### src/rtl/add_serial.sv
// Chunked serial adder: N-bit a + b + c_in, CHUNK bits per clock, LSB chunk first.
// Optional ADD_SERIAL_SUB_EN adds a 'sub' input that turns the operation into a - b.
module add_serial #(
  parameter int N     = 32,
  parameter int CHUNK = 8
) (
  input  logic         clk,
  input  logic         rst,
  input  logic         i_valid,
  output logic         i_ready,
  input  logic [N-1:0] a,
  input  logic [N-1:0] b,
  input  logic         c_in,
`ifdef ADD_SERIAL_SUB_EN
  input  logic         sub,
`endif
  output logic         o_valid,
  input  logic         o_ready,
  output logic [N-1:0] sum,
  output logic         c_out,
  output logic         overflow
);

  localparam int NCH = N / CHUNK;
  localparam int CW  = (NCH > 1) ? $clog2(NCH) : 1;
  localparam logic [CW-1:0] LAST = CW'(NCH - 1);

  localparam logic [1:0] IDLE = 2'd0;
  localparam logic [1:0] BUSY = 2'd1;
  localparam logic [1:0] DONE = 2'd2;

  generate
    if ((N < 1) || (CHUNK < 1) || ((N % CHUNK) != 0)) begin : g_bad_cfg
      $error("add_serial: N must be >= 1 and a multiple of CHUNK");
    end
  endgenerate

  logic [1:0]    state_q, state_d;
  logic [N-1:0]  a_q, a_d;
  logic [N-1:0]  b_q, b_d;
  logic [N-1:0]  sum_q, sum_d;
  logic [CW-1:0] cnt_q, cnt_d;
  logic          carry_q, carry_d;
  logic          c_out_q, c_out_d;
  logic          ovf_q, ovf_d;
  logic          o_valid_q, o_valid_d;

  logic [CHUNK-1:0] chunk_a, chunk_b, chunk_s;
  logic             chunk_cy;
  logic             msb_cin;
  logic             b_inv;
  logic             cin_eff;

`ifdef ADD_SERIAL_SUB_EN
  assign b_inv   = sub;
  assign cin_eff = sub ? 1'b1 : c_in;
`else
  assign b_inv   = 1'b0;
  assign cin_eff = c_in;
`endif

  always_comb begin
    chunk_a = '0;
    chunk_b = '0;
    for (int k = 0; k < NCH; k++) begin
      if (cnt_q == CW'(k)) begin
        chunk_a = a_q[k*CHUNK +: CHUNK];
        chunk_b = b_q[k*CHUNK +: CHUNK];
      end
    end
  end

  assign {chunk_cy, chunk_s} = {1'b0, chunk_a} + {1'b0, chunk_b} + {{CHUNK{1'b0}}, carry_q};
  // sum bit = a ^ b ^ carry-in, so the carry into the MSB falls out of the final chunk's top bit
  assign msb_cin = a_q[N-1] ^ b_q[N-1] ^ chunk_s[CHUNK-1];

  always_comb begin
    state_d   = state_q;
    a_d       = a_q;
    b_d       = b_q;
    sum_d     = sum_q;
    cnt_d     = cnt_q;
    carry_d   = carry_q;
    c_out_d   = c_out_q;
    ovf_d     = ovf_q;
    o_valid_d = o_valid_q;
    case (state_q)
      IDLE: begin
        if (i_valid) begin
          a_d     = a;
          b_d     = b_inv ? ~b : b;
          carry_d = cin_eff;
          cnt_d   = '0;
          state_d = BUSY;
        end
      end
      BUSY: begin
        for (int k = 0; k < NCH; k++) begin
          if (cnt_q == CW'(k)) sum_d[k*CHUNK +: CHUNK] = chunk_s;
        end
        carry_d = chunk_cy;
        cnt_d   = cnt_q + 1'b1;
        if (cnt_q == LAST) begin
          c_out_d   = chunk_cy;
          ovf_d     = msb_cin ^ chunk_cy;
          o_valid_d = 1'b1;
          cnt_d     = '0;
          state_d   = DONE;
        end
      end
      DONE: begin
        if (o_ready) begin
          o_valid_d = 1'b0;
          state_d   = IDLE;
        end
      end
      default: state_d = IDLE;
    endcase
  end

  always_ff @(posedge clk) begin
    if (rst) begin
      state_q   <= IDLE;
      a_q       <= '0;
      b_q       <= '0;
      sum_q     <= '0;
      cnt_q     <= '0;
      carry_q   <= 1'b0;
      c_out_q   <= 1'b0;
      ovf_q     <= 1'b0;
      o_valid_q <= 1'b0;
    end else begin
      state_q   <= state_d;
      a_q       <= a_d;
      b_q       <= b_d;
      sum_q     <= sum_d;
      cnt_q     <= cnt_d;
      carry_q   <= carry_d;
      c_out_q   <= c_out_d;
      ovf_q     <= ovf_d;
      o_valid_q <= o_valid_d;
    end
  end

  assign i_ready  = (state_q == IDLE) && !rst;
  assign o_valid  = o_valid_q;
  assign sum      = sum_q;
  assign c_out    = c_out_q;
  assign overflow = ovf_q;

endmodule

### config.mk
export PLATFORM = sky130hd
export DESIGN_NAME = add_serial
export DESIGN_NICKNAME = d
export VERILOG_FILES = /design/src/rtl/add_serial.sv
export SDC_FILE = /design/constraint.sdc
export NUM_CORES = 1
export LEC_CHECK = 0
export BUFFER_PORTS_ARGS = -buffer_cell sky130_fd_sc_hd__buf_2
export CORE_MARGIN = 2
export CORE_UTILIZATION = 33
export CTS_BUF_LIST = sky130_fd_sc_hd__clkbuf_16
export DETAILED_ROUTE_END_ITERATION = 10
export GPL_TIMING_DRIVEN = 0
export HOLD_SLACK_MARGIN = 0.05
export PLACE_DENSITY = 0.54
export SLEW_MARGIN = 0
export SYNTH_ARGS = -nofsm -noshare
export SYNTH_HDL_FRONTEND = slang
export SYNTH_SLANG_ARGS = --single-unit
### constraint.sdc
create_clock -name clk -period 4.7 [get_ports clk]
set_clock_uncertainty 0.1 [all_clocks]
set_input_delay 0.235 -clock clk [delete_from_list [all_inputs] [get_ports clk]]
set_output_delay 0.235 -clock clk [all_outputs]
set_load 0.01 [all_outputs]
# Yosys cells after proc, flatten, opt, wreduce, memory -nomap -nowiden
# Index checks and enable logic that the tools add are counted.
word_totals:
  reg_bits: 104
  latch_bits: 0
  mem_bits_rw: 0
  rom_bits: 0
  input_bits: 69
  output_inout_bits: 36
  wordCells: 60
  memories: 0
classes:
  addsub: 3
  n_mul: 0
  div: 0
  magnitude_cmp: 0
  eq_ne: 8
  shift: 0
  muxes: 20
  n_bitwise: 3
  reduce_logical: 14
ops:
  columns: ["operator", "count"]
  rows:
  - ["2-to-1 mux 8 bit", 8]
  - ["AND reduction 2 bit", 6]
  - ["2-to-1 mux 2 bit", 5]
  - ["adder 8 x 8 -> 9 bit", 1]
  - ["adder 9 x 1 -> 9 bit", 1]
  - ["== test 2 bit, second input constant", 3]
  - ["!= test 2 bit, second input constant", 3]
  - ["one-hot mux 2 bit (3 select lines)", 1]
  - ["AND reduction 3 bit", 2]
  - ["== test 2 x 1 -> 1 bit, second input constant", 2]
  - ["zero test 2 bit", 2]
  - ["one-hot mux 1 bit (2 select lines)", 2]
  - ["one-hot mux 2 bit (2 select lines)", 1]
  - ["nonzero test 2 bit", 2]
  - ["2-to-1 mux 1 bit", 3]
  - ["bitwise XOR 1 bit", 3]
  - ["adder 2 x 1 -> 2 bit, second input constant", 1]
  - ["logical AND 1 bit", 1]
  - ["zero test 1 bit", 1]

# Longest topological paths before layout
# Gate-level depths: netlist of the first run.
logic_depth:
  ltp_word: 9
  depth_mapped: 15
  mapped_depth_nobuf: 14

# Least setup slack after synthesis of the first run
# Ideal clock, no wire load.
synth_timing:
  path_kind: "register to register"
  startpoint: "reg cnt_q[1]"
  endpoint: "reg ovf_q, in the netlist overflow"
  setup_ns: 0.133
  t_arrival_ns: 3.090
  required_time_ns: 4.467
  setup_slack_ns: 1.377
  path_stages_with_launch: 16
  period_less_slack_ns: 3.323
  cell_sequence: "dfxtp_1 -> inv_1 -> ha_1 -> clkbuf_1 -> nand3b_1 -> a21oi_1 -> a21oi_1 -> nor2_1 -> a21oi_1 -> fa_1 -> fa_1 -> nor2b_1 -> o211a_1 -> mux2_4 -> o211ai_2 -> o311ai_2"
synth_via:
  elab_chain_cells: 9
synth_lines:
  columns: ["item", "line_no", "text"]
  rows:
  - ["from (decl)", "42", "logic [CW-1:0] cnt_q, cnt_d;"]
  - ["from (signal assigned)", "137", "cnt_q <= cnt_d;"]
  - ["zero test 2 bit", "66", "if (cnt_q == CW'(k)) begin"]
  - ["2-to-1 mux 8 bit (4 in series)", "66", null]
  - ["adder 8 x 8 -> 9 bit", "73", "assign {chunk_cy, chunk_s} = {1'b0, chunk_a} + {1'b0, chunk_b} + {{CHUNK{1'b0}}, carry_q};"]
  - ["adder 9 x 1 -> 9 bit", "73", null]
  - ["bitwise XOR 1 bit", "75", "assign msb_cin = a_q[N-1] ^ b_q[N-1] ^ chunk_s[CHUNK-1];"]
  - ["bitwise XOR 1 bit", "105", "ovf_d = msb_cin ^ chunk_cy;"]
  - ["to (signal assigned)", "140", "ovf_q <= ovf_d;"]
  - ["to (decl)", "45", "logic ovf_q, ovf_d;"]
# Parallel ways exist; a longest one is shown, timed or not.
# A chain may end at the register's enable or synchronous reset.

# Worst setup path in the final report of the first run
# Ends and elaborated chain as after synthesis.

==> results of run 1 <==
[cell usage after synthesis (2+ instances only)]
library cell	n	area, µm²
sky130_fd_sc_hd__o311ai_2	2	32.5
sky130_fd_sc_hd__o41ai_1	4	35.0
sky130_fd_sc_hd__nand2b_1	5	31.3
sky130_fd_sc_hd__nor3b_1	2	15.0
sky130_fd_sc_hd__fa_1	2	40.0
sky130_fd_sc_hd__dfxtp_1	104	2080
sky130_fd_sc_hd__o21a_1	2	15.0
sky130_fd_sc_hd__buf_1	2	7.51
sky130_fd_sc_hd__clkbuf_1	29	109
sky130_fd_sc_hd__nand3_1	6	30.0
sky130_fd_sc_hd__and2_1	7	43.8
sky130_fd_sc_hd__xnor2_1	2	17.5
sky130_fd_sc_hd__nor2b_1	3	18.8
sky130_fd_sc_hd__a21o_1	4	30.0
sky130_fd_sc_hd__o211a_1	2	20.0
sky130_fd_sc_hd__nand2_1	199	747
sky130_fd_sc_hd__a21oi_1	127	636
sky130_fd_sc_hd__and3_1	2	12.5
sky130_fd_sc_hd__nor3_1	5	25.0
sky130_fd_sc_hd__ha_1	11	138
sky130_fd_sc_hd__inv_1	5	18.8
sky130_fd_sc_hd__nand3b_1	21	158
sky130_fd_sc_hd__o21ai_0	15	75.1
sky130_fd_sc_hd__a211oi_1	8	60.1
sky130_fd_sc_hd__buf_2	11	55.1
sky130_fd_sc_hd__nor2_1	20	75.1
sky130_fd_sc_hd__buf_4	3	22.5
[placed cells by master, fill, tap and decap left out, types with 3 or more instances in the layout]
cell,n
sky130_fd_sc_hd__and2_1,7
sky130_fd_sc_hd__nand3b_1,21
sky130_fd_sc_hd__o21ai_0,15
sky130_fd_sc_hd__ha_1,11
sky130_fd_sc_hd__nand3_1,6
sky130_fd_sc_hd__clkbuf_1,29
sky130_fd_sc_hd__nand2_1,199
sky130_fd_sc_hd__nand2b_1,5
sky130_fd_sc_hd__o41ai_1,4
sky130_fd_sc_hd__nor3_1,5
sky130_fd_sc_hd__dfxtp_1,104
sky130_fd_sc_hd__a21o_1,4
sky130_fd_sc_hd__nor2_1,20
sky130_fd_sc_hd__buf_4,3
sky130_fd_sc_hd__a211oi_1,8
sky130_fd_sc_hd__nor2b_1,3
sky130_fd_sc_hd__a21oi_1,127
sky130_fd_sc_hd__inv_1,8
sky130_fd_sc_hd__dlygate4sd3_1,59
sky130_fd_sc_hd__clkbuf_16,9
sky130_fd_sc_hd__buf_2,115
[worst max path at each step]
stage                     slack [ns]      from  depth (start not counted)        to
after global placement          0.84  cnt_q[0]                         14  overflow
final                           0.68  cnt_q[1]                         15  overflow
after global routing            0.43  cnt_q[0]                         14   sum[28]
after floorplan                 1.38  cnt_q[1]                         15  overflow
after detailed placement        0.73  cnt_q[0]                         14  overflow
after CTS                       0.71  cnt_q[0]                         14  overflow
[what timing repair did]
item	in CTS	in global routing
endpoints found under the setup margin	0	0
endpoints found under the hold margin	59	0
hold buffers	59	0
[flip-flops by register name (all words and copies together) (netlist names)]
register  count
sum          32
b_q          32
overflow      1
o_valid       1
a_q          32
state_q       2
c_out         1
carry_q       1
cnt_q         2
[through the flow]
stage / setup WS (ns) / std cells
2_1_floorplan: 1.38 / 624
3_3_place_gp: 0.837 / 908
3_5_place_dp: 0.725 / 908
4_1_cts: 0.710 / 982
5_1_grt: 0.430 / 982
6_report: 0.682 / 982
[critical path, stage by stage, from the launching register on]
cell and delay (ns):
sky130_fd_sc_hd__dfxtp_1 0.34, sky130_fd_sc_hd__inv_1 0.09, sky130_fd_sc_hd__ha_1 0.31, sky130_fd_sc_hd__clkbuf_1 0.48, sky130_fd_sc_hd__nand2_1 0.11, sky130_fd_sc_hd__a21oi_1 0.17, sky130_fd_sc_hd__a21oi_1 0.08, sky130_fd_sc_hd__nor2_1 0.12
sky130_fd_sc_hd__a21oi_1 0.08, sky130_fd_sc_hd__fa_1 0.47, sky130_fd_sc_hd__fa_1 0.43, sky130_fd_sc_hd__nor2b_1 0.26, sky130_fd_sc_hd__o211a_1 0.25, sky130_fd_sc_hd__mux2_4 0.32, sky130_fd_sc_hd__o211ai_2 0.18, sky130_fd_sc_hd__o311ai_2 0.12
[final cells by class]
class | count | area, µm² | area share [%]
Inverter | 5 | 18.8 | 0.297
Timing Repair Buffer | 163 | 1110 | 17.6
Clock buffer | 9 | 225 | 3.56
Tap cell | 180 | 225 | 3.56
Sequential cell | 104 | 2080 | 32.9
Clock inverter | 6 | 31.3 | 0.494
Buffer | 45 | 194 | 3.06
Multi-Input combinational cell | 470 | 2440 | 38.6
[routing by layer]
layer / wire length [µm] / vias up / track usage, %
li1: - / 2454 / -
met2: 6970 / 129 / 34.5
met1: 6960 / 2141 / 25.0
met4: 261 / 0 / 7.03
met5: 0 / - / 0
met3: 601 / 17 / 3.11
[power breakdown]
group          switching [µW]  leakage [µW]  internal (µW)
Clock                     325      0.000133            350
Sequential               25.2      0.000849            924
Combinational             201       0.00163            149
[kinds of logic after synthesis]
kind of cell	share of synthesized area, %
simple gates	25.4
flops	44.0
mux	0.317
buf+inv	4.49
compound gates	21.5
xor+xnor	0.555
fa+ha+maj	3.75
==> flow_metrics.env, run 1 <==
export IMPL_crit_reg2reg_capture="overflow"
export IMPL_drv_max_cap_violation_count=0
export IMPL_worstSkewPairLatency_ns=0.36
export IMPL_post_synth_inst_count=624
export IMPL_hold_viol_final=0
export IMPL_clkTransAtPathRegs_ns=0.07
export IMPL_min_delay_path_depth=3
export IMPL_worst_path_max_fanout=10
export IMPL_final_design_area_no_fill_um2=6330
export IMPL_antennaDiodeCount=0
export IMPL_ys_warn_count=0
export IMPL_gr_usage_all_layers_pct=19.9
export IMPL_post_route_cells_drive_above_1_share_pct=17.1
export IMPL_largest_net_degree_at_the_start_of_global_routing=16
export IMPL_ctsRootBufferMaster="sky130_fd_sc_hd__clkbuf_16"
export IMPL_drcViolationCount=0
export IMPL_holdCritPathClass="in -> reg"
export IMPL_worst_ep_required_time_ns=4.83
export IMPL_overflow=0
export IMPL_sequential_area_share_after_synthesis_pct=44.0
export IMPL_cp_start_kind="flip-flop"
export IMPL_synth_edff_count=0
export IMPL_hold_worst_path_end="b_q[23]"
export IMPL_timing_setup_tns_ns=0
export IMPL_final_setup_violation_count=0
export IMPL_die_outline_area_um2=15300
export IMPL_worst_slew_pin_transition_ns=0.618
export IMPL_post_synth_instance_area_um2=4740
export IMPL_finalWorstPathRequiredPeriod_ns=4.02
export IMPL_filler_cell_count=1407
export IMPL_vias_per_cell=4.83
export IMPL_hold_ws_ns=0.0414
export IMPL_drt_wirelength_per_cell_um=15.1
export IMPL_vias_in_the_first_global_route=4654
export IMPL_slew_headroom_pct=58.8
export IMPL_worstPathArrival_ns=4.15
export IMPL_die_x_um=124
export IMPL_starting_utilization_of_the_core_area_pct=34.0
export IMPL_port_buffer_count=104
export IMPL_run_status="completed"
export IMPL_post_cts_sizing_count=0
export IMPL_rr_startpoint="cnt_q[1]"
export IMPL_worst_r2r_cell_count=15
export IMPL_core_um2=13900
export IMPL_cts_num_sinks=104
export IMPL_yosys_cell_types_count=48
export IMPL_ys_flop_type="sky130_fd_sc_hd__dfxtp_1"
export IMPL_rrSetupSlack_ns=0.68
export IMPL_synth_fp_nets=706
export IMPL_area_growth_pct=33.6
export IMPL_drt_first_pass_iters=4
export IMPL_leakage_uw=0.00261
export IMPL_first_pass_grt_wire_length_mm=23.1
export IMPL_cts_bufs_inserted=9
export IMPL_postSynthAreaPerCell_um2=7.59
export IMPL_drt_initial_drc_count=295
export IMPL_antenna_found_initial=0
export IMPL_final_min_period_over_clock_period_pct=85.5
export IMPL_cts_max_level=3
export IMPL_share_of_the_core_filled_with_cells_in_the_final_layout_pct=45.4
export IMPL_power_total_uw=1970
export IMPL_clock_path_buffers=2
export IMPL_die_height_um=124
export IMPL_max_freq_mhz=249
export IMPL_final_weighted_congestion_in_routability_driven_placement=0.819
export IMPL_grt_setup_unrepaired="false"
export IMPL_post_cts_buffers=0
export IMPL_tritoncts="done"
export IMPL_post_dp_cell_area_um2=5480
export IMPL_critical_path_class="reg -> reg"
export IMPL_hold_path_startpoint="b[23]"
export IMPL_final_net_count=880
export IMPL_slew_violations=0
export IMPL_antenna_violating_nets_post_route=0
export IMPL_route_vias_total=4741
export IMPL_post_dp_hpwl_mm=11.0
export IMPL_wirelength_mm=14.8
export IMPL_synth_seq_cells=104
export IMPL_pwr_density_cell_nw_per_um2=312
export IMPL_critPathCaptureType="flip-flop"
export IMPL_io_pin_count=105
export IMPL_rows=43
export IMPL_vdd_ir_drop_max_uv=163
export IMPL_synth_async_reset_ratio_pct=0
(Power assumes the default switching activity.)
==> run 2: changes to the inputs <==
--- a/config.mk
+++ b/config.mk
@@ -5,8 +5,9 @@
 export SDC_FILE = /design/constraint.sdc
 export NUM_CORES = 1
 export LEC_CHECK = 0
+export ABC_AREA = 1
 export BUFFER_PORTS_ARGS = -buffer_cell sky130_fd_sc_hd__buf_2
-export CORE_MARGIN = 2
+export CORE_MARGIN = 8
 export CORE_UTILIZATION = 33
 export CTS_BUF_LIST = sky130_fd_sc_hd__clkbuf_16
 export DETAILED_ROUTE_END_ITERATION = 10
==> constraint.sdc (replaced) <==
create_clock -name clk -period 4 [get_ports clk]
set_clock_uncertainty 0.1 [all_clocks]
set_input_delay 0.2 -clock clk [delete_from_list [all_inputs] [get_ports clk]]
set_output_delay 0.2 -clock clk [all_outputs]
set_load 0.01 [all_outputs]
==> run 2 against run 1 <==
Sequential share of layout area shrank 0.12 points. Maximum frequency grew 9.5%. Via count shrank 4.0%. Routed wire length shrank 7.0%. Hold slack gained 0.026 ns. Critical path depth shrank 1. Critical path type unchanged. Largest cell class unchanged.
==> flow_metrics.env, run 2 <==
export IMPL_regArea_um2=2080
export IMPL_clkTransAtPathRegs_ns=0.06
export IMPL_synth_async_reset_ratio_pct=0
export IMPL_synth_area_top_cells="sky130_fd_sc_hd__dfxtp_1, sky130_fd_sc_hd__nor2_1, sky130_fd_sc_hd__o21ai_0"
export IMPL_max_freq_mhz=273
export IMPL_io_pin_count=105
export IMPL_drv_max_cap_violation_count=0
export IMPL_postSynthAreaPerCell_um2=7.70
export IMPL_cp_max_delay_cell="sky130_fd_sc_hd__fa_1"
export IMPL_worst_path_max_fanout=10
export IMPL_slew_violations=0
export IMPL_cts_max_level=3
export IMPL_layout_cells_most_common="sky130_fd_sc_hd__nor2_1"
export IMPL_hold_viol_final=0
export IMPL_yosysTopAreaCell="sky130_fd_sc_hd__dfxtp_1"
export IMPL_antennaDiodeCount=0
export IMPL_ctsRootBufferMaster="sky130_fd_sc_hd__clkbuf_16"
export IMPL_post_synth_instance_area_um2=4700
export IMPL_sequential_area_share_after_synthesis_pct=44.3
export IMPL_pwr_share_clk_pct=33.8
export IMPL_final_min_period_over_clock_period_pct=91.7
export IMPL_yosys_top_cells_count="sky130_fd_sc_hd__nor2_1, sky130_fd_sc_hd__dfxtp_1, sky130_fd_sc_hd__o21ai_0, sky130_fd_sc_hd__inv_1, sky130_fd_sc_hd__nand2_1"
export IMPL_final_setup_violation_count=0
export IMPL_antenna_found_initial=0
export IMPL_post_route_cells_drive_above_1_share_pct=20.1
export IMPL_cp_start_kind="flip-flop"
export IMPL_critical_path_n_buffers_inverters=4
export IMPL_ys_warn_count=0
export IMPL_clock_path_buffers=2
export IMPL_vdd_ir_drop_max_uv=219
export IMPL_cts_num_sinks=104
export IMPL_sw_frac_of_total_pct=28.7
export IMPL_comb_power_share_pct=21.0
export IMPL_run_status="completed"
export IMPL_vias_in_the_first_global_route=4569
export IMPL_ys_flop_type="sky130_fd_sc_hd__dfxtp_1"
export IMPL_gr_usage_all_layers_pct=15.3
export IMPL_final_weighted_congestion_in_routability_driven_placement=0.825
export IMPL_post_dp_hpwl_mm=10.6
export IMPL_cpPeakStageDelay_ns=0.47
export IMPL_internal_power_contribution_uw=1810
export IMPL_finalWorstPathRequiredPeriod_ns=3.67
export IMPL_die_x_um=135
export IMPL_drt_initial_drc_count=267
export IMPL_synth_seq_cells=104
export IMPL_post_cts_sizing_count=0
export IMPL_timing_setup_tns_ns=0
export IMPL_route_vias_total=4552
export IMPL_area_growth_pct=35.2
export IMPL_synth_edff_count=0
export IMPL_worst_slack_ns=0.331
export IMPL_rows=43
export IMPL_overflow=0
export IMPL_switch_pwr_uw=729
export IMPL_antenna_violating_nets_post_route=0
export IMPL_largest_net_degree_at_the_start_of_global_routing=17
export IMPL_synth_fp_nets=692
export IMPL_worstPathArrival_ns=3.86
export IMPL_cts_bufs_inserted=9
export IMPL_timing_critical_path_max_delay_family="adder cells"
export IMPL_wirelength_mm=13.8
export IMPL_critPathCaptureType="flip-flop"
export IMPL_first_pass_grt_wire_length_mm=22.2
export IMPL_pwr_density_cell_nw_per_um2=399
export IMPL_worstSkewPairLatency_ns=0.35
export IMPL_critical_path_class="reg -> reg"
export IMPL_seq_power_share_pct=45.2
export IMPL_vias_per_cell=4.68
export IMPL_drt_wirelength_per_cell_um=14.2
export IMPL_leakage_uw=0.00306
export IMPL_holdCritPathClass="in -> reg"
export IMPL_core_um2=13900
export IMPL_post_synth_top_area_fraction_pct=44.3
export IMPL_worst_ep_required_time_ns=4.19
export IMPL_die_height_um=135
export IMPL_drcViolationCount=0
export IMPL_drt_first_pass_iters=4
export IMPL_starting_utilization_of_the_core_area_pct=33.9
export IMPL_slew_headroom_pct=66.0
export IMPL_area_taken_by_multi_input_logic_gates_um2=2220
export IMPL_grt_setup_unrepaired="false"
export IMPL_synth_most_common_cell="sky130_fd_sc_hd__nor2_1"
export IMPL_die_outline_area_um2=18300
export IMPL_worst_slew_pin_transition_ns=0.510
export IMPL_most_common_layout_cells="sky130_fd_sc_hd__nor2_1, sky130_fd_sc_hd__buf_2, sky130_fd_sc_hd__dfxtp_1"
export IMPL_place_ws_ns=0.338
export IMPL_tritoncts="done"
export IMPL_final_net_count=869
export IMPL_port_buffer_count=104
export IMPL_post_synth_inst_count=610
export IMPL_critical_path_cell_chain="inv_1, ha_1, buf_2, nor2_4, buf_4, a22oi_1, o21ai_0, o21ai_0, fa_1, fa_1, o21ai_2, xor2_1, o21bai_1, inv_1"
export IMPL_filler_cell_count=1417
export IMPL_yosys_cell_types_count=38
run 2: cell types whose count changed in the layout (fill, tap and decap cells not counted), sizes merged, moves of 8 or more:
cell and change:
nand2 -157, nor2 +129, o21ai +91, a21oi -87, inv +43, nand3b -20
clkbuf -14, o21bai +13, a22oi +12, nand3 +10, a211oi -8, o211ai +8
run 2: stage by stage:
step                      cells  hold slack [ns]  cell area, µm²  util (%)  total power [µW]
after floorplan             610            0.169            4700         -              1490
after global placement      894            0.334            5450      39.2              1650
after detailed placement    894            0.344            5450      39.2              1660
after CTS                   972           0.0520            6350      45.8              2570
after global routing        972           0.0655            6350      45.8              2670
final                       972           0.0677            6350      45.8              2540
run 2: worst reg2reg max path: cells and delay by family, from the launching register on:
family                     cells  cell delay [ns]
adders and majority gates      3             1.09
AOI/OAI and AO/OA              5             0.79
buffers and inverters          4             0.56
xor gates and xnor gates       1             0.44
DFF                            1             0.39
and+or+nand+nor                1             0.23
run 2: layout make-up:
type                       instances  share of cell area (%)
buffer                            37                    3.27
clock buffer                       9                    3.54
clock inverter                     7                   0.985
inverter                          50                    2.99
multi-input combinational        419                    34.9
sequential                       104                    32.8
tap                              180                    3.54
timing repair buffer             166                    18.0
run 2: cells by family after synthesis:
family                     count (synthesis)  share of synthesized area, %
AOI/OAI and AO/OA                        190                          23.1
xor gates and xnor gates                   4                         0.746
adders and majority gates                 13                          3.78
buffers and inverters                     87                          8.47
DFF                                      104                          44.3
and+or+nand+nor                          212                          19.6
run 2: timing repair:
action / 4_1_cts / 5_1_grt
hold buffers: 62 / 0
setup buffers: 0 / 0
hold endpoints to repair: 64 / 0
run 2: path summary, 6_finish.rpt:
| check | from | end | slack [ns] | cells after the start |
|---|---|---|---|---|
| setup reg to reg | cnt_q[1] | sum[28] | 0.33 | 14 |
| hold reg to reg | o_valid | o_valid | 0.37 | 2 |
| setup / recovery | cnt_q[1] | sum[28] | 0.33 | 14 |
| hold / removal | b[17] | b_q[17] | 0.07 | 3 |
run 2: metal layers:
| layer | vias to the layer above | part of all wire (%) | GRT usage (%) |
|---|---|---|---|
| met2 | 111 | 48 | 26.0 |
| met3 | 9 | 5.6 | 4.45 |
| li1 | 2361 | - | - |
| met1 | 2071 | 45 | 18.6 |
| met4 | 0 | 0.74 | 3.52 |
| met5 | - | 0 | 0 |
run 2: power by group through the flow:
stage                     clock (µW)  combinational, µW  sequential, µW
after detailed placement           0                488            1170
after global placement             0                482            1170
after CTS                        883                536            1150
after floorplan                    0                324            1170
after global routing             922                597            1150
final                            857                532            1150
==> run 3: changes to the inputs <==
--- a/config.mk
+++ b/config.mk
@@ -6,14 +6,14 @@
 export NUM_CORES = 1
 export LEC_CHECK = 0
 export ABC_AREA = 1
-export BUFFER_PORTS_ARGS = -buffer_cell sky130_fd_sc_hd__buf_2
 export CORE_MARGIN = 8
 export CORE_UTILIZATION = 33
 export CTS_BUF_LIST = sky130_fd_sc_hd__clkbuf_16
 export DETAILED_ROUTE_END_ITERATION = 10
+export DONT_BUFFER_PORTS = 1
 export GPL_TIMING_DRIVEN = 0
 export HOLD_SLACK_MARGIN = 0.05
-export PLACE_DENSITY = 0.54
+export PLACE_DENSITY = 0.48
 export SLEW_MARGIN = 0
 export SYNTH_ARGS = -nofsm -noshare
 export SYNTH_HDL_FRONTEND = slang
==> constraint.sdc (replaced) <==
create_clock -name clk -period 3.8 [get_ports clk]
set_clock_uncertainty 0.1 [all_clocks]
set_input_delay 0.19 -clock clk [delete_from_list [all_inputs] [get_ports clk]]
set_output_delay 0.19 -clock clk [all_outputs]
set_load 0.01 [all_outputs]
==> run 3 against run 2 <==
First-iteration DRC count shrank 37%. Setup slack worse by 0.089 ns. Global-route usage up 0.64 points. Power grew 13%. Largest power group unchanged.
==> flow_metrics.env, run 3 (synthesis gave the netlist of run 2 again) <==
export IMPL_cts_max_level=3
export IMPL_overflow=0
export IMPL_final_net_count=771
export IMPL_leakage_uw=0.00265
export IMPL_critical_path_class="reg -> reg"
export IMPL_worstSkewPairLatency_ns=0.36
export IMPL_route_vias_total=4219
export IMPL_pwr_density_cell_nw_per_um2=481
export IMPL_worst_r2r_cell_count=18
export IMPL_worst_path_max_fanout=10
export IMPL_timing_critical_path_from="cnt_q[1]"
export IMPL_final_weighted_congestion_in_routability_driven_placement=0.815
export IMPL_final_min_period_over_clock_period_pct=93.6
export IMPL_hold_viol_final=0
export IMPL_wl_met3_um=788
export IMPL_final_setup_violation_count=0
export IMPL_place_ws_ns=0.0909
export IMPL_regArea_um2=2080
export IMPL_hold_ws_ns=0.0856
export IMPL_max_freq_mhz=281
export IMPL_post_dp_hpwl_mm=10.6
export IMPL_cp_start_kind="flip-flop"
export IMPL_starting_utilization_of_the_core_area_pct=33.9
export IMPL_port_buffer_count=0
export IMPL_drt_wirelength_per_cell_um=16.0
export IMPL_filler_cell_count=1425
export IMPL_drt_first_pass_iters=4
export IMPL_rows=43
export IMPL_run_status="completed"
export IMPL_die_x_um=135
export IMPL_drcViolationCount=0
export IMPL_clkTransAtPathRegs_ns=0.07
export IMPL_holdCritPathClass="in -> reg"
export IMPL_core_um2=13900
export IMPL_first_pass_grt_wire_length_mm=22.7
export IMPL_area_taken_by_multi_input_logic_gates_um2=2220
export IMPL_layout_cells_non_filler=874
export IMPL_slew_headroom_pct=64.6
export IMPL_gr_usage_all_layers_pct=15.9
export IMPL_most_common_layout_cells="sky130_fd_sc_hd__nor2_1, sky130_fd_sc_hd__dfxtp_1, sky130_fd_sc_hd__o21ai_0"
export IMPL_die_outline_area_um2=18300
export IMPL_dr_wl_met2_mm=6.75
export IMPL_vias_in_the_first_global_route=4323
export IMPL_ctsRootBufferMaster="sky130_fd_sc_hd__clkbuf_16"
export IMPL_die_height_um=135
export IMPL_area_growth_pct=27.0
export IMPL_drv_max_cap_violation_count=0
export IMPL_worst_slew_pin_transition_ns=0.531
export IMPL_cts_bufs_inserted=9
export IMPL_tritoncts="done"
export IMPL_worst_slack_ns=0.242
export IMPL_grt_setup_unrepaired="false"
export IMPL_number_of_instances_in_the_placed_design=790
export IMPL_share_of_the_core_filled_with_cells_in_the_final_layout_pct=43.0
export IMPL_antenna_found_initial=0
export IMPL_min_delay_path_depth=5
export IMPL_largest_net_degree_at_the_start_of_global_routing=18
export IMPL_hold_path_startpoint="i_valid"
export IMPL_met1_length_mm=6.19
export IMPL_layout_cells_most_common="sky130_fd_sc_hd__nor2_1"
export IMPL_clock_path_buffers=2
export IMPL_wirelength_mm=14.0
export IMPL_antennaDiodeCount=0
export IMPL_rr_startpoint="cnt_q[1]"
export IMPL_finalWorstPathRequiredPeriod_ns=3.56
export IMPL_critPathCaptureType="flip-flop"
export IMPL_vdd_ir_drop_max_uv=347
export IMPL_cts_num_sinks=104
export IMPL_timing_setup_tns_ns=0
export IMPL_antenna_violating_nets_post_route=0
export IMPL_io_pin_count=105
export IMPL_dr_max_layer_used="met4"
export IMPL_drt_initial_drc_count=169
export IMPL_post_route_cells_drive_above_1_share_pct=8.36
export IMPL_worstPathArrival_ns=3.71
export IMPL_slew_violations=0
export IMPL_worst_ep_required_time_ns=3.95
export IMPL_vias_per_cell=4.83
run 3: changes by cell type in the layout (fill, tap and decap cells not counted):
cell,delta
sky130_fd_sc_hd__buf_2,-104
sky130_fd_sc_hd__dlygate4sd3_1,+5
sky130_fd_sc_hd__bufinv_16,+3
sky130_fd_sc_hd__buf_4,+1
sky130_fd_sc_hd__clkinv_1,-1
sky130_fd_sc_hd__clkinv_2,-1
sky130_fd_sc_hd__clkinvlp_4,-1
sky130_fd_sc_hd__inv_1,-1
sky130_fd_sc_hd__inv_6,+1
run 3: final timing paths:
| check | to | slack, ns |
|---|---|---|
| min | cnt_q[1] | 0.09 |
| min reg2reg | b_q[17] | 0.37 |
| max | overflow | 0.24 |
| max reg2reg | overflow | 0.24 |
run 3: per-layer routing:
layer	track usage (%)	vias to the layer above
met5	0	-
met4	5.24	0
met3	4.49	18
met2	26.6	93
met1	19.3	1933
li1	-	2175
run 3: critical path, cell delays in order (launching register included):
cell and delay, ns:
sky130_fd_sc_hd__dfxtp_1 0.38, sky130_fd_sc_hd__inv_1 0.08, sky130_fd_sc_hd__ha_1 0.17, sky130_fd_sc_hd__buf_2 0.20
sky130_fd_sc_hd__nor2_4 0.16, sky130_fd_sc_hd__buf_4 0.21, sky130_fd_sc_hd__a22oi_1 0.10, sky130_fd_sc_hd__o21ai_0 0.16
sky130_fd_sc_hd__o21ai_0 0.18, sky130_fd_sc_hd__fa_1 0.47, sky130_fd_sc_hd__fa_1 0.44, sky130_fd_sc_hd__o21ai_2 0.24
sky130_fd_sc_hd__nand2_1 0.09, sky130_fd_sc_hd__nand2_1 0.16, sky130_fd_sc_hd__inv_1 0.08, sky130_fd_sc_hd__nand3_1 0.08
sky130_fd_sc_hd__nand3_1 0.07, sky130_fd_sc_hd__nand2_1 0.06, sky130_fd_sc_hd__inv_1 0.03
run 3: timing repair:
| action | CTS | global route |
|---|---|---|
| gates resized for setup | 0 | 0 |
| setup endpoints to repair | 0 | 10 |
| setup buffers | 0 | 1 |
| hold buffers | 67 | 0 |
| endpoints found under the hold margin | 68 | 0 |
run 3: through the flow:
step                area [µm²]  power, µW
CTS                       5960       2900
global placement          4920       1700
floorplan                 4700       1570
finish                    5970       2870
global route              5970       3010
detailed placement        4920       1700
run 3: cell type report:
type,count,share of cell area (%)
clock inverters,7,2.37
inverters,50,3.19
multi-input cells,419,37.2
well taps,180,3.77
flip-flops and latches,104,34.9
clock buffers,9,3.77
plain buffers,37,3.48
repair buffers,68,11.4
run 3: power by group:
| group | switching (µW) | internal, µW |
|---|---|---|
| sequential | 51.8 | 1170 |
| combinational | 314 | 205 |
| clock | 424 | 713 |
| total | 790 | 2080 |
